`src/rtl/cog_loader_if.sv`:
```
// cog_loader_if: hub read handshake and cog RAM write port of the boot loader.
//   hub_req/hub_addr  : loader -> hub, long-address read request, held until ack
//   hub_ack/hub_rd_data: hub -> loader, read complete with data valid same cycle
//   ram_ena/ram_w/ram_a/ram_d: loader -> cog RAM, write-only port
//   modport master: loader side; modport slave: hub/RAM side
interface cog_loader_if;
    logic        hub_req;
    logic [13:0] hub_addr;
    logic        hub_ack;
    logic [31:0] hub_rd_data;
    logic        ram_ena;
    logic        ram_w;
    logic [8:0]  ram_a;
    logic [31:0] ram_d;
    modport master (
        output hub_req, hub_addr, ram_ena, ram_w, ram_a, ram_d,
        input  hub_ack, hub_rd_data
    );
    modport slave (
        input  hub_req, hub_addr, ram_ena, ram_w, ram_a, ram_d,
        output hub_ack, hub_rd_data
    );
endinterface

```
`src/rtl/cog_loader.sv`:
```
// cog_loader: boot-load sequencer copying LONGS longs from hub memory into cog RAM 0 upward.
//   clk, rst  : clock, asynchronous active-high reset
//   start     : one-cycle load request, honoured only in IDLE
//   stop      : synchronous abort back to IDLE, no further writes
//   ptr       : hub long address of the first long, latched on accepted start
//   bus       : cog_loader_if.master (hub req/ack read port, cog RAM write port)
//   busy      : high from the cycle after accepted start through done
//   done      : one-cycle completion pulse
//   Macro COG_LOADER_PAR_EN: when defined, an extra write after the last long stores
//   the hub byte address {16'b0, base, 2'b00} at cog address 9'h1F0.
module cog_loader #(
    parameter int LONGS = 496
) (
    input  logic         clk,
    input  logic         rst,
    input  logic         start,
    input  logic         stop,
    input  logic [13:0]  ptr,
    cog_loader_if.master bus,
    output logic         busy,
    output logic         done
);
    typedef enum logic [2:0] {IDLE, REQ, WRITE, PAR, DONE} state_t;
    localparam logic [8:0] LAST = 9'(LONGS - 1);
    state_t      state;
    logic [13:0] base;
    logic [8:0]  index;
    logic        armed;
    logic [13:0] next_addr;
    assign next_addr = base + {5'd0, index} + 14'd1;
    always_ff @(posedge clk or posedge rst) begin
        if (rst) begin
            state        <= IDLE;
            base         <= '0;
            index        <= '0;
            armed        <= 1'b0;
            bus.hub_req  <= 1'b0;
            bus.hub_addr <= '0;
            bus.ram_ena  <= 1'b0;
            bus.ram_w    <= 1'b0;
            bus.ram_a    <= '0;
            bus.ram_d    <= '0;
            busy         <= 1'b0;
            done         <= 1'b0;
        end else begin
            // armed stays low for the first edge after reset release, so a start
            // coinciding with the release is not taken
            armed       <= 1'b1;
            bus.ram_ena <= 1'b0;
            bus.ram_w   <= 1'b0;
            done        <= 1'b0;
            if (stop) begin
                state       <= IDLE;
                bus.hub_req <= 1'b0;
                busy        <= 1'b0;
            end else begin
                case (state)
                    IDLE: if (start && armed) begin
                        base  <= ptr;
                        index <= '0;
                        state <= REQ;
                    end
                    // entering from IDLE the request is not yet raised: raise it first,
                    // and only listen to ack once hub_req is visibly high
                    REQ: if (!bus.hub_req) begin
                        bus.hub_req  <= 1'b1;
                        bus.hub_addr <= base;
                        busy         <= 1'b1;
                    end else if (bus.hub_ack) begin
                        bus.hub_req <= 1'b0;
                        bus.ram_ena <= 1'b1;
                        bus.ram_w   <= 1'b1;
                        bus.ram_a   <= index;
                        bus.ram_d   <= bus.hub_rd_data;
                        state       <= WRITE;
                    end
                    WRITE: if (index == LAST) begin
`ifdef COG_LOADER_PAR_EN
                        bus.ram_ena <= 1'b1;
                        bus.ram_w   <= 1'b1;
                        bus.ram_a   <= 9'h1F0;
                        bus.ram_d   <= {16'b0, base, 2'b00};
                        state       <= PAR;
`else
                        done  <= 1'b1;
                        state <= DONE;
`endif
                    end else begin
                        // next request goes out directly so a zero-wait hub gives 2 cycles/long
                        index        <= index + 9'd1;
                        bus.hub_req  <= 1'b1;
                        bus.hub_addr <= next_addr;
                        state        <= REQ;
                    end
                    PAR: begin
                        done  <= 1'b1;
                        state <= DONE;
                    end
                    DONE: begin
                        busy  <= 1'b0;
                        state <= IDLE;
                    end
                    default: state <= IDLE;
                endcase
            end
        end
    end
endmodule

```
`src/flat_wrapper.sv`:
```
// flat-port wrapper written by rule: the top's interface ports become plain ports
module cog_loader_flat 
#(
    parameter int LONGS = 496
)
  (clk, rst, start, stop, ptr, busy, done, bus_hub_req, bus_hub_addr, bus_ram_ena, bus_ram_w, bus_ram_a, bus_ram_d, bus_hub_ack, bus_hub_rd_data);
  cog_loader_if bus_i ();
  input  logic clk;
  input  logic rst;
  input  logic start;
  input  logic stop;
  input  logic [13:0] ptr;
  output logic busy;
  output logic done;
  output wire logic [$bits(bus_i.hub_req)-1:0] bus_hub_req;
  output wire logic [$bits(bus_i.hub_addr)-1:0] bus_hub_addr;
  output wire logic [$bits(bus_i.ram_ena)-1:0] bus_ram_ena;
  output wire logic [$bits(bus_i.ram_w)-1:0] bus_ram_w;
  output wire logic [$bits(bus_i.ram_a)-1:0] bus_ram_a;
  output wire logic [$bits(bus_i.ram_d)-1:0] bus_ram_d;
  input wire logic [$bits(bus_i.hub_ack)-1:0] bus_hub_ack;
  input wire logic [$bits(bus_i.hub_rd_data)-1:0] bus_hub_rd_data;
  assign bus_hub_req = bus_i.hub_req;
  assign bus_hub_addr = bus_i.hub_addr;
  assign bus_ram_ena = bus_i.ram_ena;
  assign bus_ram_w = bus_i.ram_w;
  assign bus_ram_a = bus_i.ram_a;
  assign bus_ram_d = bus_i.ram_d;
  assign bus_i.hub_ack = bus_hub_ack;
  assign bus_i.hub_rd_data = bus_hub_rd_data;
  cog_loader #(.LONGS(LONGS)) u_core (.clk(clk), .rst(rst), .start(start), .stop(stop), .ptr(ptr), .bus(bus_i), .busy(busy), .done(done));
endmodule
```
`config.mk`:
```
export PLATFORM = sky130hd
export DESIGN_NAME = cog_loader_flat
export DESIGN_NICKNAME = d
export VERILOG_FILES = /design/src/rtl/cog_loader_if.sv /design/src/rtl/cog_loader.sv /design/src/flat_wrapper.sv
export SDC_FILE = /design/constraint.sdc
export NUM_CORES = 1
export LEC_CHECK = 0
export CAP_MARGIN = 20
export CORE_ASPECT_RATIO = 1.5
export CORE_MARGIN = 8
export CORE_UTILIZATION = 45
export CTS_CLUSTER_SIZE = 12
export DETAILED_ROUTE_END_ITERATION = 7
export GPL_ROUTABILITY_DRIVEN = 0
export PLACE_DENSITY_LB_ADDON = 0.08
export SYNTH_ARGS = -nofsm -noshare
export SYNTH_HDL_FRONTEND = slang
export SYNTH_SLANG_ARGS = --single-unit
export TNS_END_PERCENT = 100
```
`constraint.sdc`:
```
create_clock -name clk -period 7.9 [get_ports clk]
set_input_delay 1.58 -clock clk [delete_from_list [all_inputs] [get_ports clk]]
set_output_delay 1.58 -clock clk [all_outputs]
set_load 0.02 [all_outputs]
```
Word-level counts from Yosys, hierarchy flattened
Cells that the tools add are included.
{ "word_totals": {"regBits": 86, "input_bits": 51} }
{ "classes": {"n_reduce_logical": 13, "n_mux": 27, "n_bitwise": 1, "addsub": 3, "eq_ne": 13} }
{ "ops": {"columns": ["op", "n"], "rows": [
  ["$mux 14", 2],
  ["$pmux 14 s2", 1],
  ["$mux 9", 2],
  ["$pmux 9 s2", 1],
  ["$mux 3", 5],
  ["$add 14x1->14 const B", 1],
  ["$add 14x9->14", 1],
  ["$mux 1", 12],
  ["$pmux 3 s4", 1],
  ["$reduce_and 4->1", 3],
  ["$add 9x1->9 const B", 1],
  ["$eq 9x9->1 const B", 1],
  ["$ne 3x3->1 const B", 3],
  ["$eq 3x2->1 const B", 2],
  ["$ne 3x2->1 const B", 2],
  ["$pmux 1 s2", 3],
  ["$reduce_and 3->1", 2],
  ["$reduce_bool 3->1", 2],
  ["$ne 2x2->1 const B", 2],
  ["$reduce_and 2->1", 2],
  ["$reduce_bool 2->1", 2],
  ["$eq 3x1->1 const B", 1],
  ["$eq 3x3->1 const B", 1],
  ["$logic_not 3->1", 1],
  ["3 further kinds", 3]
]} }

Longest topological paths before layout
Gate-level depths: netlist (run 1).
{ "depth": {"depth_word": 4, "ltp_mapped": 10, "mapped_depth_nobuf": 10} }

Least setup slack after synthesis (run 1)
OpenSTA, ideal clock, no wires.
{ "synth_timing": {"path_type": "input to register", "start": "in stop", "end": "reg u_core.bus.ram_d[12]", "setup_slack_ps": 4987, "setup_time_ps": 125, "path_buffers": 2, "t_arrival_ps": 2788, "path_stages": 5, "required_time_ps": 7775, "cell_sequence": "or2_1 -> buf_6 -> nor3_2 -> buf_2 -> mux2_2"} }
{ "synth_via": {"elab_chain_len": 2} }
{ "synth_rtl": {"columns": ["item", "line", "rtl"], "rows": [
  ["start, declared", "flat_wrapper.sv:11", "input logic stop;"],
  ["$not 1->1 (no source line)", null, null],
  ["$reduce_and 4->1 (no source line)", null, null],
  ["end signal, assigned", "cog_loader.sv:74", "bus.ram_d <= bus.hub_rd_data;"],
  ["end, declared", "cog_loader_if.sv:16", "output hub_req, hub_addr, ram_ena, ram_w, ram_a, ram_d,"]
]} }
No other way between the ends.
A chain may end at the register's enable or synchronous reset.

Final worst setup path (run 1)
{ "layout_timing": {"start": "in stop", "end": "reg u_core.bus.ram_a[7]"} }
{ "layout_via": {"elab_chain_len": 2} }
{ "layout_rtl": {"columns": ["item", "line", "rtl"], "rows": [
  ["$not 1->1 (no source line)", null, null],
  ["$reduce_and 4->1 (no source line)", null, null],
  ["end signal, assigned", "cog_loader.sv:73", "bus.ram_a <= index;"],
  ["end, declared", "cog_loader_if.sv:16", null]
]} }
No other way between the ends.

==> flow_summary_export.csv, run 1 <==
group,metric,value,unit
floorplanning,die_h,131,um
route,drc,0,
sta,rsz0062_at_grt,"no",
placement,place_hpwl,6730,um
pwr,ir_worst_vdd,0.000135,V
sta,setup_viol,0,
route,drt_wl_total,9090,um
clock_tree,postCtsSetupBuffers,0,
worst_setup_path,required,8110,ps
pwr,p_leak,2.42,nW
sta,tns,0,ps
finish,finalCoreUtilization,0.629,
clock_tree,numCtsBuffers,9,
global_route,grt_max_degree,87,
sta,max_freq,307,MHz
synth,ys.flop_type,"dfrtp_1",
route,top_layer,"met4",
synth,synth_cells,333,
synth,synthXorXnorAreaFrac,0.0400,
synth,synthAdderAreaFrac,0.0368,
synth,yosys.area.top_type,"dfrtp_1",
route,wl_met3,661,um
synth,muxShareOfSynthArea,0.163,
clock_tree,hold_buffers,0,
run_status,status,"finished, final reports clean",
pwr,power_density,253,nW/um2
global_route,grt_pass1_wl,14800,um
synth,synth_area,3940,um2
synth,synth_top_family_by_area,"multiplexers",
worst_setup_path,crit_type,"in -> reg",
min_path,hold_depth,1,
route,routed_via_density,5.21,
clock_tree,clockRootBuffer,"clkbuf_16",
route,wl_per_cell,16.3,um
floorplanning,core_area,8670,um2
finish,synthToLayoutAreaGrowth,38.5,%
synth,synth_most_common_cell,"dfrtp_1",
floorplanning,die_area,12100,um2
synth,synth_top_area_frac,0.546,
synth,synth_compound_area_frac,0.0740,
floorplanning,fp.dieW,92.4,um
clock_tree,cts_buffer_depth,2,
global_route,track_usage,0.156,
synth,seq_area_frac_synth,0.546,
clock_tree,clock_sinks,86,
synth,synthTopCellsByCount,"dfrtp_1, mux2_2, nand2_1, nor2_1, a21oi_1",
synth,avgSynthCellArea,11.8,um2
synth,yosysUniqueCellTypes,43,
synth,async_flop_share,1.00,
min_path,hold_class,"reg -> reg",
placement,pre_cts_slack,4300,ps
clock_tree,cts_tree,"done",
sta,setup_slack,4640,ps
synth,yosys.area_share.simple,0.113,
synth,synth-seq-cells,86,
clock_tree,cts_resized,0,
synth,synth_edf_count,0,
sta,relSlewSlack,0.428,
worst_setup_path,end_kind,"flop",
synth,synthesis.nets,395,
finish,fin_nets,508,
clock_tree,cts.clk_slew.worst_paths,60,ps
sta,slew_viol_final,0,
global_route,antenna_found_initial,0,
worst_setup_path,cp.arrival,3470,ps
route,vias,2905,
floorplanning,initial_core_util,0.454,
synth,synth_area_leaders,"dfrtp_1, mux2_2, ha_1",
sta,finClkSkew,3.33,ps
route,antenna_left,0,
worst_setup_path,reg2reg_depth,10,
floorplanning,rows,42,
sta,worst_slew_pin_slew,855,ps
synth,yosysWarnings,0,
placement,portBuffers,110,
worst_setup_path,path_max_fanout,42,
clock_tree,clk_latency,330,ps
run,cap_violations,0,
route,wl_met2,4800,um
sta,fin_crit_sh,0.412,
sta,hold_viol,0,
finish,drive_above_1_share,0.176,
finish,num_antenna_cells,0,
worst_setup_path,start_kind,"input port",
route,drt_iter0_drc,77,
clock_tree,ctsHtreeMaxLevel,3,
floorplanning,ios,111,
sta,fin_crit,3260,ps
global_route,grt-ovfl-total,0,
route,wl_met1,3440,um
global_route,grt_pass1_vias,3099,
route,firstDrtPassIters,4,
## placed cells by master, fill, tap and decap left out, drive strengths merged, types with 2 or more instances in the layout
master / synthesis / final
xor2: 9 / 9
clkinv: 0 / 2
nor4: 2 / 2
buf: 10 / 5
nor2: 27 / 27
dfrtp: 86 / 86
nand4: 4 / 4
a21o: 4 / 4
o211ai: 3 / 3
a21oi: 16 / 16
inv: 9 / 8
mux2: 57 / 57
a31oi: 7 / 7
clkbuf: 3 / 11
nor3: 7 / 7
nand3: 7 / 7
nor2b: 4 / 4
nand2b: 5 / 5
ha: 10 / 10
o21ai: 12 / 12
clkdlybuf4s50: 0 / 110
nand2: 27 / 27
xnor2: 9 / 9
o22ai: 2 / 2
## registers in the layout, indices dropped and copies added, names as in the netlist, 3 cells and up
name,flops
u_core.index,9
u_core.bus.ram_d,32
u_core.state,3
u_core.bus.ram_a,9
u_core.bus.hub_addr,14
u_core.base,14
## report_power, final
part / internal, mW / total [mW] / switching [mW] / leakage [nW]
Sequential: 0.524 / 0.577 / 0.0534 / 1.12
Clock: 0.248 / 0.403 / 0.155 / 0.137
Combinational: 0.214 / 0.399 / 0.186 / 1.17
Total: 0.985 / 1.38 / 0.394 / 2.42
## worst max-delay path: stages
cell	delay (ps)
clkdlybuf4s50_1	460
or2_1	340
nor3_4	180
buf_4	480
mux2_2	400
## worst paths after layout
| path | endpoint | slack, ps | start |
|---|---|---|---|
| min | u_core.bus.ram_d[14]$_DFFE_PP0P_ | 490 | u_core.bus.ram_d[14]$_DFFE_PP0P_ |
| max in group asynchronous | u_core.bus.ram_d[24]$_DFFE_PP0P_ | 5700 | rst |
| max | u_core.bus.ram_a[7]$_DFFE_PP0P_ | 4640 | stop |
| max reg2reg | u_core.bus.hub_addr[12]$_DFFE_PP0P_ | 5470 | u_core.index[0]$_DFFE_PP0P_ |
| min in group asynchronous | u_core.bus.ram_d[8]$_DFFE_PP0P_ | 1600 | rst |
| min reg2reg | u_core.bus.ram_d[14]$_DFFE_PP0P_ | 490 | u_core.bus.ram_d[14]$_DFFE_PP0P_ |
## layer usage
| layer | vias to the layer above | track usage |
|---|---|---|
| met2 | 68 | 0.274 |
| li1 | 1387 | - |
| met1 | 1437 | 0.162 |
| met3 | 13 | 0.0560 |
| met5 | - | 0 |
| met4 | 0 | 0.0771 |
## area by class of cell
class,count,area [um2]
timing repair buffer,115,1160
multi-input combinational,225,1700
clock buffer,11,243
tap,110,138
clock inverter,2,35.0
fill,732,3210
sequential,86,2150
inverter,9,35.0
## kinds of logic after synthesis
logic type | count (synthesis)
multiplexers | 57
buffers and inverters | 22
flip-flops | 86
other | 1
XOR/XNOR | 18
adder cells (fa/ha/maj) | 11
AO/OA/AOI/OAI | 49
AND/OR/NAND/NOR | 89
## per-stage QoR
stage | hold WS, ps | total power, mW | std cells | cell area, um2
after floorplan | 500 | 0.792 | 333 | 3940
after global placement | 465 | 0.982 | 544 | 5150
after detailed placement | 478 | 0.991 | 544 | 5150
after CTS | 495 | 1.40 | 557 | 5430
after global routing | 522 | 1.45 | 558 | 5460
final | 489 | 1.38 | 558 | 5460
Note: power is estimated with default switching activity, not from simulation.
==> run 2, diff against run 1 <==
Clock period 7.9 ns to 3.3 ns, I/O delays scaled along.
==> flow_summary_export.csv, run 2 (synthesized netlist as in run 1, its figures left out) <==
group,metric,value,unit
worst_setup_path,required,3500,ps
pwr,intPower,2.49,mW
global_route,grt-ovfl-total,0,
sta,relSlewSlack,0.653,
placement,place_hpwl,6810,um
route,drt_iter0_drc,96,
finish,final_cell_mix,"clkdlybuf4s50_1, dfrtp_1, mux2_2",
sta,fin_hold_ws,502,ps
finish,synthToLayoutAreaGrowth,39.8,%
worst_setup_path,cp.arrival,2680,ps
pwr,seqPwrFrac,0.401,
worst_setup_path,path_delay_family,"compound AO/OA/AOI/OAI gates",
finish,drive_above_1_share,0.182,
finish,num_antenna_cells,0,
clock_tree,ctsHtreeMaxLevel,3,
worst_setup_path,crit_type,"reg -> reg",
clock_tree,clockRootBuffer,"clkbuf_16",
clock_tree,cts_resized,0,
pwr,p_sw_frac,0.278,
global_route,grt_pass1_vias,3197,
global_route,track_usage,0.160,
floorplanning,core_area,8670,um2
global_route,grt_pass1_wl,15100,um
worst_setup_path,r2r_start,"u_core.index[0]$_DFFE_PP0P_",
worst_setup_path,path_cells,"inv_1 -> ha_1 -> inv_1 -> fa_1 -> a211oi_1 -> o21ai_0 -> a32oi_1 -> nor2_1 -> xnor2_1 -> a21oi_1",
sta,hold_viol,0,
floorplanning,fp.dieW,92.4,um
sta,rsz0062_at_grt,"no",
pwr,clockPowerShare,0.322,
clock_tree,clk_latency,330,ps
global_route,grt_max_degree,87,
clock_tree,cts.clk_slew.worst_paths,60,ps
pwr,p_sw,0.960,mW
finish,final_common_cell,"clkdlybuf4s50_1",
clock_tree,cts_buffer_depth,2,
clock_tree,clock_sinks,86,
min_path,hold_class,"reg -> reg",
worst_setup_path,critPathBufInv,2,
pwr,ir_worst_vdd,0.000379,V
finish,largestRegisters,"u_core.bus.ram_d x32, u_core.base x14, u_core.bus.hub_addr x14",
min_path,hold_depth,1,
sta,finClkSkew,4.31,ps
finish,top_register,"u_core.bus.ram_d",
worst_setup_path,r2r_setup_slack,830,ps
worst_setup_path,start_kind,"flop",
sta,tns,0,ps
worst_setup_path,end_kind,"flop",
clock_tree,postCtsSetupBuffers,0,
finish,largest_reg_flops,32,
route,routed_via_density,5.14,
route,vias,2882,
sta,worst_slew_pin_slew,520,ps
sta,setup_viol,0,
sta,fin_crit,2470,ps
sta,slew_viol_final,0,
clock_tree,cts_tree,"done",
min_path,min_from,"u_core.bus.ram_d[13]$_DFFE_PP0P_",
pwr,p_leak,2.45,nW
worst_setup_path,reg2reg_depth,10,
pwr,power_density,626,nW/um2
pwr,combPwrFrac,0.277,
floorplanning,die_area,12100,um2
worst_setup_path,path_max_fanout,7,
floorplanning,die_h,131,um
sta,max_freq,405,MHz
worst_setup_path,cpMostUsedCell,"inv_1",
floorplanning,ios,111,
min_path,min_to,"u_core.bus.ram_d[13]$_DFFE_PP0P_",
worst_setup_path,timing.rr.end,"u_core.bus.hub_addr[12]$_DFFE_PP0P_",
route,wl_per_cell,16.3,um
sta,fin_crit_sh,0.749,
finish,fin_nets,508,
route,firstDrtPassIters,4,
worst_setup_path,cp_slowest_cell,"dfrtp_1",
route,drc,0,
floorplanning,initial_core_util,0.454,
worst_setup_path,slowest_delay,460,ps
route,drt_wl_total,9160,um
run_status,status,"finished, final reports clean",
clock_tree,hold_buffers,0,
placement,portBuffers,110,
floorplanning,rows,42,
global_route,antenna_found_initial,0,
finish,finalCoreUtilization,0.635,
run,cap_violations,0,
clock_tree,numCtsBuffers,9,
route,antenna_left,0,
-- run 2: cell types whose count changed in the layout (fill, tap and decap cells not counted), sizes merged --
cell and change:
clkbuf +2, bufinv +1
-- run 2: layout make-up --
class / instances / area [um2]
clock buffers: 13 / 270
clock inverters: 3 / 65.1
fillers: 736 / 3160
inverters: 9 / 35.0
multi-input cells: 225 / 1700
flip-flops and latches: 86 / 2150
well taps: 110 / 138
repair buffers: 115 / 1150
-- run 2: through the flow --
step	total power, mW	instance area (um2)	instances	setup WS (ps)
floorplan	1.90	3940	333	418
global placement	2.35	5170	545	662
detailed placement	2.37	5170	545	625
CTS	3.50	5510	561	813
global route	3.62	5510	561	626
finish	3.45	5510	561	829
-- run 2: routing by layer --
metal	GRT usage	routed length, um	vias up
met3	0.0686	773	10
met1	0.158	3270	1431
met2	0.286	4980	64
li1	-	-	1377
met5	0	0	-
met4	0.0676	140	0
-- run 2: power by group through the flow --
stage / logic (mW) / registers [mW] / clock network (mW)
floorplan: 0.321 / 1.58 / 0
global placement: 0.955 / 1.40 / 0
detailed placement: 0.969 / 1.41 / 0
CTS: 0.973 / 1.39 / 1.14
global route: 1.03 / 1.41 / 1.18
finish: 0.955 / 1.38 / 1.11
-- run 2: how the worst max path moves through the flow --
stage / startpoint / to / slack, ps / depth (start not counted)
2_1_floorplan: rst / u_core.armed$_DFF_PP0_ / 420 / 1
3_3_place_gp: stop / u_core.bus.ram_a[5]$_DFFE_PP0P_ / 660 / 5
3_5_place_dp: stop / u_core.bus.ram_d[23]$_DFFE_PP0P_ / 630 / 5
4_1_cts: u_core.index[0]$_DFFE_PP0P_ / u_core.bus.hub_addr[12]$_DFFE_PP0P_ / 810 / 10
5_1_grt: u_core.index[0]$_DFFE_PP0P_ / u_core.bus.hub_addr[12]$_DFFE_PP0P_ / 630 / 10
6_report: u_core.index[0]$_DFFE_PP0P_ / u_core.bus.hub_addr[12]$_DFFE_PP0P_ / 830 / 10
==> run 3, diff against run 2 <==
Clock period 3.3 ns to 2.38 ns, I/O delays scaled along.
==> flow_summary_export.csv, run 3 (synthesized netlist as in run 1, its figures left out) <==
group,metric,value,unit
placement,place_hpwl,7180,um
sta,fin_crit_sh,0.893,
sta,rsz0062_at_grt,"no",
floorplanning,ios,111,
sta,finClkSkew,6.20,ps
clock_tree,numCtsBuffers,9,
finish,fin_cells,573,
placement,dp_cells,557,
worst_setup_path,reg2reg_depth,10,
global_route,grt_pass1_vias,3219,
finish,num_antenna_cells,0,
finish,n_fill_cell,716,
route,drt_iter0_drc,91,
global_route,antenna_found_initial,0,
finish,final_cell_mix,"clkdlybuf4s50_1, dfrtp_1, mux2_2",
clock_tree,cts.clk_slew.worst_paths,60,ps
finish,top_register,"u_core.bus.ram_d",
clock_tree,cts_buffer_depth,2,
sta,fin_crit,2120,ps
min_path,hold_class,"in -> async",
global_route,grt_max_degree,74,
worst_setup_path,r2r_start,"u_core.base[0]$_DFFE_PP0P_",
finish,fin_nets,520,
pwr,ir_worst_vdd,0.000606,V
floorplanning,initial_core_util,0.454,
global_route,grt_pass1_wl,15600,um
worst_setup_path,r2r_setup_slack,260,ps
floorplanning,rows,42,
clock_tree,ctsHtreeMaxLevel,3,
route,antenna_left,0,
worst_setup_path,start_kind,"flop",
global_route,grt-ovfl-total,0,
run,cap_violations,0,
run_status,status,"finished, final reports clean",
placement,portBuffers,110,
floorplanning,core_area,8670,um2
worst_setup_path,cp.arrival,2390,ps
sta,relSlewSlack,0.635,
clock_tree,clk_latency,340,ps
sta,slew_viol_final,0,
floorplanning,fp.dieW,92.4,um
worst_setup_path,crit_type,"reg -> reg",
placement,pre_cts_slack,-55.9,ps
route,drt_wl_total,9570,um
finish,synthToLayoutAreaGrowth,42.0,%
sta,max_freq,471,MHz
clock_tree,clockRootBuffer,"clkbuf_16",
route,firstDrtPassIters,4,
worst_setup_path,startpoint,"u_core.base[0]$_DFFE_PP0P_",
finish,largest_reg_flops,32,
route,routed_via_density,5.14,
global_route,track_usage,0.167,
worst_setup_path,required,2650,ps
floorplanning,die_area,12100,um2
sta,setup_slack,255,ps
route,drc,0,
worst_setup_path,end_kind,"flop",
sta,hold_viol,0,
pwr,p_leak,2.48,nW
worst_setup_path,path_max_fanout,2,
finish,drive_above_1_share,0.207,
finish,largestRegisters,"u_core.bus.ram_d x32, u_core.base x14, u_core.bus.hub_addr x14",
pwr,power_density,834,nW/um2
worst_setup_path,crit_end,"u_core.bus.hub_addr[12]$_DFFE_PP0P_",
clock_tree,cts_tree,"done",
floorplanning,die_h,131,um
finish,final_common_cell,"clkdlybuf4s50_1",
worst_setup_path,timing.rr.end,"u_core.bus.hub_addr[12]$_DFFE_PP0P_",
clock_tree,clock_sinks,86,
sta,setup_viol,0,
route,vias,2948,
sta,worst_slew_pin_slew,543,ps
clock_tree,postCtsSetupBuffers,0,
route,wl_per_cell,16.7,um
run 3: cell count changes in the layout (fill, tap and decap cells not counted), sizes merged:
cell / change
bufinv: -1
buf: +12
clkbuf: -4
clkinvlp: +4
clkinv: +1
run 3: routing by layer:
layer  share of wire  GRT usage  up-vias
li1                -          -     1416
met1            0.36      0.159     1451
met2            0.55      0.305       73
met3           0.078     0.0732        8
met4           0.013     0.0648        0
met5               0          0        -
run 3: through the flow:
| step | hold WS (ps) | setup TNS (ps) | instance area [um2] | util | power [mW] |
|---|---|---|---|---|---|
| 5_1_grt | 492 | 0 | 5600 | 0.645 | 4.91 |
| 6_report | 454 | 0 | 5600 | 0.645 | 4.66 |
| 4_1_cts | 454 | 0 | 5590 | 0.645 | 4.73 |
| 3_3_place_gp | 467 | -453 | 5290 | 0.610 | 3.28 |
| 3_5_place_dp | 480 | -618 | 5290 | 0.610 | 3.32 |
| 2_1_floorplan | 500 | 0 | 3940 | - | 2.63 |
run 3: what timing repair did:
action / in CTS / in global routing
endpoints found under the hold margin: 0 / 0
setup endpoints to repair: 0 / 2
resized for setup: 0 / 2
hold buffers: 0 / 0
run 3: area by class of cell:
type                       count  area [um2]  share of cell area
sequential                    86        2150               0.385
multi-input combinational    225        1700               0.304
timing repair buffer         127        1270               0.226
clock buffer                   9         225              0.0403
tap                          110         138              0.0246
clock inverter                 7        75.1              0.0134
inverter                       9        37.5             0.00671
run 3: how the worst min path moves through the flow:
| stage | start | endpoint | cells after the start |
|---|---|---|---|
| 6_report | rst | u_core.bus.ram_d[9]$_DFFE_PP0P_ | 2 |
| 5_1_grt | rst | u_core.bus.ram_d[1]$_DFFE_PP0P_ | 2 |
| 4_1_cts | rst | u_core.bus.ram_d[9]$_DFFE_PP0P_ | 2 |
| 3_5_place_dp | u_core.bus.ram_d[14]$_DFFE_PP0P_ | u_core.bus.ram_d[14]$_DFFE_PP0P_ | 1 |
| 3_3_place_gp | u_core.bus.ram_d[13]$_DFFE_PP0P_ | u_core.bus.ram_d[13]$_DFFE_PP0P_ | 1 |
| 2_1_floorplan | u_core.base[7]$_DFFE_PP0P_ | u_core.bus.hub_addr[7]$_DFFE_PP0P_ | 2 |
run 3: critical path, stage by stage, from the launching register on:
cell	delay, ps
dfrtp_1	380
inv_1	70
ha_1	150
inv_1	50
fa_1	410
a211oi_2	230
o21ai_1	100
a32oi_1	280
nor2_1	100
xnor2_1	130
a21oi_1	140
run 3: power by group:
group	total [mW]	internal, mW	switching (mW)
Clock	1.39	0.813	0.579
Sequential	1.92	1.74	0.186
Combinational	1.35	0.722	0.626
